`config.mk`:
```
export PLATFORM = sky130hd
export DESIGN_NAME = cc1200_spi_sched
export DESIGN_NICKNAME = d
export VERILOG_FILES = /design/src/rtl/cc1200_spi_sched.sv
export SDC_FILE = /design/constraint.sdc
export NUM_CORES = 1
export LEC_CHECK = 0
export ABC_AREA = 1
export CAP_MARGIN = 25
export CORE_ASPECT_RATIO = 0.75
export CORE_MARGIN = 2
export CORE_UTILIZATION = 35
export CTS_BUF_LIST = sky130_fd_sc_hd__clkbuf_4 sky130_fd_sc_hd__clkbuf_8
export DETAILED_ROUTE_END_ITERATION = 8
export HOLD_SLACK_MARGIN = 0.05
export PLACE_DENSITY_LB_ADDON = 0.1
export REMOVE_ABC_BUFFERS = 1
export SYNTH_ARGS = -nofsm -noshare
export SYNTH_HDL_FRONTEND = slang
export SYNTH_SLANG_ARGS = --single-unit
```
`constraint.sdc`:
```
create_clock -name sysclk -period 3.8 [get_ports sysclk]
set_input_delay 0.38 -clock sysclk [delete_from_list [all_inputs] [get_ports sysclk]]
set_output_delay 0.38 -clock sysclk [all_outputs]
set_load 0.005 [all_outputs]
```
`src/rtl/cc1200_spi_sched.sv`:
```
// cc1200_spi_sched: round-robin single-register SPI scheduler for four CC1200s.
// Define CC1200_RDY_WAIT_EN to wait for CHIP_RDYn (with timeout) before shifting.
module cc1200_spi_sched #(
  parameter int CLK_DIV     = 4,
  parameter int CS_SETUP    = 8,
  parameter int CS_HOLD     = 4,
  parameter int RDY_TIMEOUT = 1024
) (
  input  logic        sysclk,
  input  logic        rstn,
  input  logic [3:0]  req,
  input  logic [31:0] hdr,
  input  logic [31:0] wdata,
  output logic [3:0]  gnt,
  output logic [3:0]  done,
  output logic [7:0]  rdata,
  output logic [7:0]  status,
  output logic        err,
  output logic [3:0]  SCLK,
  output logic [3:0]  CS_n,
  output logic [3:0]  MOSI,
  input  logic [3:0]  MISO
);

  typedef enum logic [2:0] {
    IDLE,
    CS_WAIT,
    SHIFT,
    HOLD,
    GAP
  } state_t;

  localparam int CW =
    $clog2(CS_SETUP + RDY_TIMEOUT + CS_HOLD + CLK_DIV + 2);

  state_t      state_q;
  state_t      state_d;
  logic [CW-1:0] cnt_q;
  logic [1:0]  ptr_q;
  logic [1:0]  ch_q;
  logic [1:0]  pick;
  logic        found;
  logic        run_q;
  logic [15:0] tx_q;
  logic [15:0] rx_q;
  logic [3:0]  bit_q;
  logic        sclk_q;
  logic [3:0]  done_q;
  logic [7:0]  rdata_q;
  logic [7:0]  status_q;
  logic        err_q;
  logic        miso_s;
  logic        div_end;
  logic        start;
  logic        hold_end;
  logic        tmo;

  assign miso_s  = MISO[ch_q];
  assign div_end = (cnt_q == CW'(CLK_DIV - 1));

  // Round-robin pick: first requester at or after ptr.
  always_comb begin
    found = 1'b0;
    pick  = ptr_q;
    for (int k = 0; k < 4; k++) begin
      if (!found && req[ptr_q + 2'(k)]) begin
        found = 1'b1;
        pick  = ptr_q + 2'(k);
      end
    end
  end

  // State register.
  always_ff @(posedge sysclk or negedge rstn) begin
    if (!rstn) state_q <= IDLE;
    else       state_q <= state_d;
  end

  // Next-state and transaction control strobes.
  always_comb begin
    state_d  = state_q;
    start    = 1'b0;
    hold_end = 1'b0;
    tmo      = 1'b0;
    unique case (state_q)
      IDLE: begin
        if (run_q && found) begin
          start   = 1'b1;
          state_d = CS_WAIT;
        end
      end
      CS_WAIT: begin
`ifdef CC1200_RDY_WAIT_EN
        if (cnt_q != '0 && !miso_s) begin
          state_d = SHIFT;
        end else if (cnt_q == CW'(RDY_TIMEOUT - 1)) begin
          tmo     = 1'b1;
          state_d = GAP;
        end
`else
        if (cnt_q == CW'(CS_SETUP - 1))
          state_d = SHIFT;
`endif
      end
      SHIFT: begin
        if (div_end && sclk_q && bit_q == 4'd15)
          state_d = HOLD;
      end
      HOLD: begin
        if (cnt_q == CW'(CS_HOLD - 1)) begin
          hold_end = 1'b1;
          state_d  = GAP;
        end
      end
      GAP: begin
        if (div_end)
          state_d = IDLE;
      end
      default: state_d = IDLE;
    endcase
  end

  // Cycle counter: restarts on every state change and SCLK half-period.
  always_ff @(posedge sysclk or negedge rstn) begin
    if (!rstn) begin
      cnt_q <= '0;
    end else if (state_d != state_q ||
                 (state_q == SHIFT && div_end)) begin
      cnt_q <= '0;
    end else begin
      cnt_q <= cnt_q + CW'(1);
    end
  end

  // Grant latch, SPI shift datapath and result registers.
  always_ff @(posedge sysclk or negedge rstn) begin
    if (!rstn) begin
      run_q    <= 1'b0;
      ptr_q    <= 2'd0;
      ch_q     <= 2'd0;
      tx_q     <= '0;
      rx_q     <= '0;
      bit_q    <= '0;
      sclk_q   <= 1'b0;
      done_q   <= '0;
      rdata_q  <= '0;
      status_q <= '0;
      err_q    <= 1'b0;
    end else begin
      run_q  <= 1'b1;
      done_q <= '0;
      if (start) begin
        tx_q   <= {hdr[{pick, 3'b000} +: 8],
                   wdata[{pick, 3'b000} +: 8]};
        ch_q   <= pick;
        ptr_q  <= pick + 2'd1;
        rx_q   <= '0;
        bit_q  <= '0;
        sclk_q <= 1'b0;
      end
      if (state_q == SHIFT && div_end) begin
        if (!sclk_q) begin
          sclk_q <= 1'b1;
          rx_q   <= {rx_q[14:0], miso_s};
        end else begin
          sclk_q <= 1'b0;
          tx_q   <= {tx_q[14:0], 1'b0};
          bit_q  <= bit_q + 4'd1;
        end
      end
      if (hold_end) begin
        done_q   <= 4'(1) << ch_q;
        status_q <= rx_q[15:8];
        rdata_q  <= rx_q[7:0];
        err_q    <= 1'b0;
      end
      if (tmo) begin
        done_q   <= 4'(1) << ch_q;
        status_q <= 8'hFF;
        rdata_q  <= 8'hFF;
        err_q    <= 1'b1;
      end
    end
  end

  // Pin decode: only the active channel leaves its idle levels.
  always_comb begin
    gnt  = '0;
    CS_n = 4'hF;
    SCLK = '0;
    MOSI = '0;
    if (start)
      gnt[pick] = 1'b1;
    if (state_q == CS_WAIT || state_q == SHIFT || state_q == HOLD)
      CS_n[ch_q] = 1'b0;
    if (state_q == SHIFT) begin
      SCLK[ch_q] = sclk_q;
      MOSI[ch_q] = tx_q[15];
    end
  end

  assign done   = done_q;
  assign rdata  = rdata_q;
  assign status = status_q;
  assign err    = err_q;

endmodule

```
* Yosys cells after proc, flatten, opt, wreduce, memory -nomap -nowiden
Cells that the tools add are included.
** Storage, ports and cells
- Word-level logic and storage cells :: 106
- Bits of input ports :: 74
- Output and inout bits :: 37
- Bits in registers :: 76
** Cells by class
- Shift operators :: 3
- Bitwise gates (word level) :: 3
- Magnitude comparators :: 8
- Reduce and logical (&&, ||, !) cells :: 17
- Equality and inequality tests :: 8
- Add/sub/neg operators :: 6
- Multiplexer cells :: 49
** Operators by type and width (count)
- $mux 16 :: 6
- $shiftx 32x6->8 :: 2
- $mux 4 :: 8
- $lt 2x3->1 const B :: 6
- $mux 1 :: 18
- $mux 3 :: 5
- $pmux 3 s5 :: 1
- $add 11x1->11 const B :: 1
- $eq 11x2->1 const B :: 1
- $eq 11x3->1 const B :: 1
- $mux 11 :: 1
- $bmux 1 s2 :: 5
- $logic_and 1x1->1 :: 9
- $and 4x4->4 :: 2
- $eq 3x2->1 const B :: 2
- $mux 2 :: 3
- $add 2x1->2 const B :: 2
- $add 2x2->2 const B :: 2
- $add 4x1->4 const B :: 1
- $demux 1 s2 :: 2
- $eq 4x4->1 const B :: 1
- $ge 2x1->1 const B :: 2
- $not 4->4 :: 1
- $shl 1x2->4 const A :: 1
- 7 further kinds :: 11

* Depth between registers and ports, before layout
Gate-level depths: netlist of run 1.
- Word-level depth :: 18
- Gate-level depth with buffers :: 17

* Worst setup path after synthesis of run 1
Ideal clock, no wire load.
- Path type :: register to output
- Start :: register ptr_q[0]
- End :: output port gnt[2]
- Data required time :: 3.420 ns
- Path slack :: 1.607 ns
- Stages on the path, launching flop included :: 17
- Data arrival time :: 1.813 ns
- Path through :: dfrtp_1 inv_2 buf_6 nand2_1 nand2_1 nand2_2 nand2_4 nand2_1 nand2_1 nand2_1 nand2_1 nand2_1 a21boi_4 buf_6 ha_1 inv_1 nor2_1
** Between the ends
- Word-level cells in the longest chain between the ends :: 17
- Elaborated cells between the ends (all ways) :: 33
** Ends and longest elaborated chain
- start: declaration :: line 39 : logic [1:0] ptr_q;
- start signal: assignment :: line 156 : ptr_q <= pick + 2'd1;
- parallel branches: the longest is 11 deep, another holds $add 2x1->2
- $mux 2 * :: line 66 : if (!found && req[ptr_q + 2'(k)]) begin
- via pick[1] :: line 41 : logic [1:0] pick;
- $lt 2x3->1 (implied by the code) or $ge 2x1->1 (tied branches) :: line 193 : gnt[pick] = 1'b1;
- $logic_and 1x1->1 (implied by the code) :: line 193
- $mux 1 (implied by the code) :: line 193
- $demux 1 s2 * :: line 193
- $mux 4 * :: line 192 : if (start)
- end: declaration :: line 14 : output logic [3:0] gnt,
Mark *: on every way through the listed nets, which the timed path passes. The select of a mux whose other input is x is not followed.

* Worst setup path in the final report of run 1
- Start :: register ptr_q[0]
- End :: output port gnt[1]
** Between the ends
- Word-level cells in the longest chain between the ends :: 17
- Elaborated cells between the ends (all ways) :: 33
** Ends and longest elaborated chain (line)
- parallel branches: the longest is 16 deep, another holds $lt 2x3->1
- $mux 4 * :: 192
Every way passes the cells marked *. The select of a mux whose other input is x is not followed.

==> qor.csv, run 1 <==
stage,metric,value,unit
worst_setup_path,crit_arrival,3.11,ns
synth,synth_mux_area_share,0,%
timing,slew_headroom,40.4,%
cts,clockBufferDepth,2,
cts,cts_inserted_buffers,9,
layout,drive_gt1_share,8.67,%
route,met1_length,5.53,mm
synth,synth_edf_count,0,
worst_setup_path,r2r_end,tx_q[8]$_DFF_PN0_,
route,route.met3.wl,362,µm
run,drv_cap,0,
cts,htreeDepth,3,
cts,clk_latency,0.36,ns
route,drt_wl_total,10.7,mm
timing,min_period,3.49,ns
route,top_layer_used,met4,
route,wl_per_cell,12.4,µm
placement,dp_hpwl,7.86,mm
die,die_h,100,µm
worst_setup_path,rr_startpoint,ptr_q[0]$_DFFE_PN0P_,
synth,yosys.area_share.adder,1.73,%
synth,synth_top_family_by_area,simple AND/OR/NAND/NOR gates,
synth,synth.avg_cell_area,7.41,µm²
timing,fin_ws,0.307,ns
timing,max_freq,286,MHz
synth,ys_warn_count,0,
route,vias_per_cell,4.69,
placement,dpl_cell_area,5520,µm²
timing,finClkSkew,0.0174,ns
timing,rsz0062_at_grt,no,
worst_hold_path,min_path_type,in2async,
global_route,grt_max_degree,77,
layout,fin_util,47.5,%
route,drc,0,
cts,cts_tree,done,
synth,ys.flop_type,dfrtp_1,
timing,setup_viol,0,
synth,synthCells,584,
synth,yosys.area_share.simple,37.7,%
worst_setup_path,reg2reg_slack,1.10,ns
timing,post-route-period-util,91.9,%
placement,dp_slack,0.610,ns
die,die-area,13300,µm²
global_route,grt_pass1_wl,17.9,mm
synth,synth.yosys.seq_area_share,43.9,%
timing,hold_slack,0.371,ns
global_route,grt_pass1_vias,3883,
worst_setup_path,r2r_cells,14,
status,status,finished clean,
die,io_pins,111,
timing,fin_setup_tns,0,ns
power_and_ir_drop,power_density,739,nW/µm²
die,die_x,132,µm
cts,cts-hold-fix-buffers,0,
layout,areaGrowthSynthToFinish,33.7,%
route,ant_nets,0,
die,row_count,35,
synth,synthDistinctLibCells,35,
worst_setup_path,crit_type,reg2out,
synth,ys_seq_elements,76,
die,initial_utilization,35.5,%
worst_setup_path,critPathRequiredTime,3.42,ns
cts,cts-root-buf,clkbuf_8,
timing,drv_slew,0,
route,routed-via-count,4025,
layout,diodes,0,
route,met2_wirelength,4.72,mm
route,first_pass_iters,5,
placement,io_buffers,109,
global_route,antenna_found_initial,0,
cts,cts-resized-gates,0,
worst_setup_path,critPathLaunchType,flip-flop,
synth,ys_async_sr_fraction,100,%
cts,path_clk_slew,0.08,ns
cts,clock-sinks,76,
layout,fin_nets,767,
layout,stdcell_area,5780,µm²
timing,hold_violations,0,
die,coreArea,12200,µm²
global_route,grt-ovfl-total,0,
synth,netlist_area,4330,µm²
synth,synth_compound_area_share,6.50,%
power_and_ir_drop,ir_worst_vdd,305,µV
cts,postCtsSetupBuffers,0,
global_route,grt_use_total,16.5,%
worst_setup_path,cp-end-kind,output port,
route,drtIter0Drc,194,
timing,worst_pin_slew,0.892,ns
power_and_ir_drop,leakage,0.00267,µW
synth,synth_xor_area_share,1.21,%
placement,gp_congestion,0.771,
worst_setup_path,critPathMaxFanout,36,
[critical path: stages, from the launching register on]
cell and delay (ns):
dfrtp_1 0.61, inv_2 0.20, nand2_1 0.11, nand3_1 0.07, nand2_1 0.22, nand4_2 0.21, nand2_2 0.16, nand2_4 0.22
clkinv_2 0.16, ha_1 0.15, inv_1 0.04, nor2_1 0.09, clkdlybuf4s50_1 0.51
[layout by cell type, fill, tap and decap left out, types with 9 or more instances in the layout]
cell / instances
clkbuf_8: 10
clkdlybuf4s50_1: 108
dfrtp_1: 76
inv_1: 56
nand2_1: 186
nand2_2: 9
nand3_1: 94
nor2_1: 33
nor2_2: 10
o21ai_0: 35
[sequential cells by signal (all words and copies together) (netlist names), 2 cells and up]
register	count
rx_q	16
tx_q	16
cnt_q	11
rdata	8
status	8
bit_q	4
done	4
state_q	3
ch_q	2
ptr_q	2
[cell families (layout without fill, tap and decap cells)]
logic type	after synthesis	count (layout)
simple gates	359	359
other cells	2	2
buf+inv	85	193
fa+ha+maj	6	6
flops	76	76
compound gates	50	50
xor+xnor	6	6
[power by group]
part / switching (µW) / internal (µW)
Clock: 316 / 393
Sequential: 157 / 1030
Combinational: 1490 / 885
Total: 1960 / 2310
[final cells by class]
type	instances	area, µm²
clock inverter	6	93.8
tap	166	208
fill	1264	6390
inverter	61	231
sequential	76	1900
multi-input combinational	423	2050
timing repair buffer	116	1160
clock buffer	10	138
[stage by stage]
stage / std cells / power (µW)
finish: 858 / 4270
global route: 858 / 4700
CTS: 856 / 4330
detailed placement: 840 / 3600
global placement: 840 / 3560
floorplan: 560 / 2790
[synth_stat cells, drive strengths merged (6+ instances only)]
cell type	n	area [µm²]
nand3	96	490
inv	59	221
nor3	8	51.3
dfrtp	76	1900
ha	6	75.1
clkbuf	8	30.0
a21oi	6	30.0
nor2	44	206
o21ai	39	199
nand4	9	68.8
xor2	6	52.6
buf	16	116
nand2	198	788
[per-layer routing]
layer	track usage, %	vias to the layer above
li1	-	2068
met1	23.4	1874
met2	25.6	76
met3	4.14	7
met4	3.31	0
met5	0	-
[how the worst max path moves through the flow]
stage,startpoint,end,slack (ns)
after detailed placement,req[0],gnt[3],0.61
after global placement,req[0],gnt[3],0.67
final,ptr_q[0]$_DFFE_PN0P_,gnt[1],0.31
after floorplan,ptr_q[0]$_DFFE_PN0P_,gnt[1],1.25
after CTS,ptr_q[0]$_DFFE_PN0P_,gnt[3],0.27
after global routing,ptr_q[0]$_DFFE_PN0P_,gnt[3],0.02
Note: power is estimated with default switching activity, not from simulation.
==> run 2, diff against run 1 <==
- GPL_TIMING_DRIVEN: unset -> 0
==> run 2 against run 1 <==
  * Maximum frequency is 0.88% lower
  * Utilization is 0.37 points lower
  * Highest routed layer unchanged
  * Combinational power hardly changed
==> qor.csv, run 2 (synthesis gave the netlist of run 1 again) <==
stage,metric,value,unit
status,status,finished clean,
layout,drive_gt1_share,8.28,%
cts,clk_latency,0.36,ns
die,coreArea,12200,µm²
timing,finClkSkew,0.0123,ns
timing,max_freq,284,MHz
run,drv_cap,0,
placement,post-place-cells,837,
worst_setup_path,crit_arrival,3.14,ns
power_and_ir_drop,leakage,0.00264,µW
layout,instances_no_fill,854,
worst_setup_path,cp-end-kind,output port,
worst_setup_path,critPathRequiredTime,3.42,ns
die,die_h,100,µm
worst_setup_path,crit_chain,"inv_2, nand2_1, nand2_1, nand2_2, nand2_4, nand2_1, nand2_1, nand2_1, nand2_1, nand2_1, a21boi_4, ha_1, inv_1, nor2_1, clkdlybuf4s50_1",
power_and_ir_drop,power_density,724,nW/µm²
cts,cts_tree,done,
power_and_ir_drop,internal-power,2140,µW
worst_setup_path,critPathLaunchType,flip-flop,
global_route,antenna_found_initial,0,
timing,post-route-period-util,92.7,%
power_and_ir_drop,sw_frac_of_total,48.5,%
timing,hold_slack,0.446,ns
global_route,grt_pass1_wl,18.6,mm
timing,min_period,3.52,ns
timing,fin_setup_tns,0,ns
cts,cts-root-buf,clkbuf_8,
cts,cts_inserted_buffers,9,
die,die-area,13300,µm²
route,drc,0,
route,first_pass_iters,4,
worst_setup_path,crit_type,reg2out,
power_and_ir_drop,power.share.clock,14.3,%
global_route,grt_use_total,17.3,%
placement,dpl_cell_area,5520,µm²
power_and_ir_drop,ir_worst_vdd,333,µV
worst_setup_path,max_stage_delay,0.52,ns
layout,diodes,0,
placement,gp_congestion,0.835,
global_route,grt_pass1_vias,3883,
die,io_pins,111,
power_and_ir_drop,switchingPower,2020,µW
worst_hold_path,min_path_type,in2async,
route,vias_per_cell,4.63,
timing,rsz0062_at_grt,no,
worst_setup_path,crit_family,simple AND/OR/NAND/NOR gates,
cts,clock-sinks,76,
worst_setup_path,reg2reg_slack,1.14,ns
power_and_ir_drop,pwr-share-seq,28.7,%
layout,stdcell_area,5740,µm²
worst_setup_path,critPathMaxFanout,18,
timing,worst_pin_slew,0.920,ns
layout,fin_nets,763,
placement,dp_hpwl,7.74,mm
cts,clockBufferDepth,2,
cts,htreeDepth,3,
route,drtIter0Drc,282,
timing,slew_headroom,38.5,%
route,ant_nets,0,
route,routed-via-count,3951,
layout,areaGrowthSynthToFinish,32.6,%
worst_setup_path,cp_slowest_cell,clkdlybuf4s50_1,
cts,path_clk_slew,0.09,ns
timing,setup_viol,0,
timing,drv_slew,0,
worst_setup_path,crit_top_cell,nand2_1,
layout,final_common_cell,nand2_1,
die,die_x,132,µm
route,drt_wl_total,10.7,mm
power_and_ir_drop,comb_power_share,57.0,%
route,wl_per_cell,12.5,µm
layout,largestRegisters,"rx_q x16, tx_q x16, cnt_q x11",
global_route,grt_max_degree,57,
timing,hold_violations,0,
global_route,grt-ovfl-total,0,
power_and_ir_drop,fin_total_pwr,4150,µW
worst_setup_path,path_buf_inv,3,
die,row_count,35,
die,initial_utilization,35.5,%
layout,final_cell_mix,"nand2_1 (186), clkdlybuf4s50_1 (108), nand3_1 (94), dfrtp_1 (75), inv_1 (56)",
placement,io_buffers,109,
-- run 2: layer usage --
layer / global-route usage [%] / part of all wire, %
met1: 23.4 / 49
met2: 27.7 / 45
met3: 4.70 / 4.5
met4: 4.47 / 0.88
met5: 0 / 0
-- run 2: area by class of cell --
type,instances,area [µm²]
clock buffers,9,124
clock inverters,7,63.8
multi-input cells,423,2060
repair buffers,112,1140
inverters,61,243
fillers,1232,6430
well taps,166,208
flip-flops and latches,76,1900
-- run 2: stage by stage --
| stage | utilization, % | worst slack (ns) |
|---|---|---|
| floorplan | - | 1.25 |
| global placement | 45.0 | -0.395 |
| detailed placement | 45.3 | 0.130 |
| CTS | 47.0 | 0.0310 |
| global route | 47.1 | 0.0325 |
| finish | 47.1 | 0.276 |
-- run 2: path summary, 6_finish.rpt --
path	depth (start not counted)	from	end
setup / recovery	15	ptr_q[0]$_DFFE_PN0P_	gnt[2]
hold / removal	2	rstn	ptr_q[1]$_DFFE_PN0P_
setup reg to reg	10	cnt_q[5]$_DFF_PN0_	cnt_q[10]$_DFF_PN0_
hold reg to reg	1	cnt_q[0]$_DFF_PN0_	cnt_q[0]$_DFF_PN0_
max in group asynchronous	3	rstn	rx_q[2]$_DFF_PN0_
min in group sysclk	1	cnt_q[0]$_DFF_PN0_	cnt_q[0]$_DFF_PN0_
-- run 2: power by group through the flow --
stage / clock (µW) / sequential (µW) / combinational, µW
6_report: 595 / 1190 / 2370
5_1_grt: 658 / 1230 / 2710
4_1_cts: 627 / 1190 / 2380
3_5_place_dp: 0 / 1200 / 2360
3_3_place_gp: 0 / 1200 / 2340
2_1_floorplan: 0 / 1170 / 1610
-- run 2: repair_timing --
action	CTS	global route
hold buffers	1	0
cloned	0	0
setup endpoints to repair	2	4
setup buffers	0	0
gates resized for setup	1	4
hold endpoints to repair	20	0
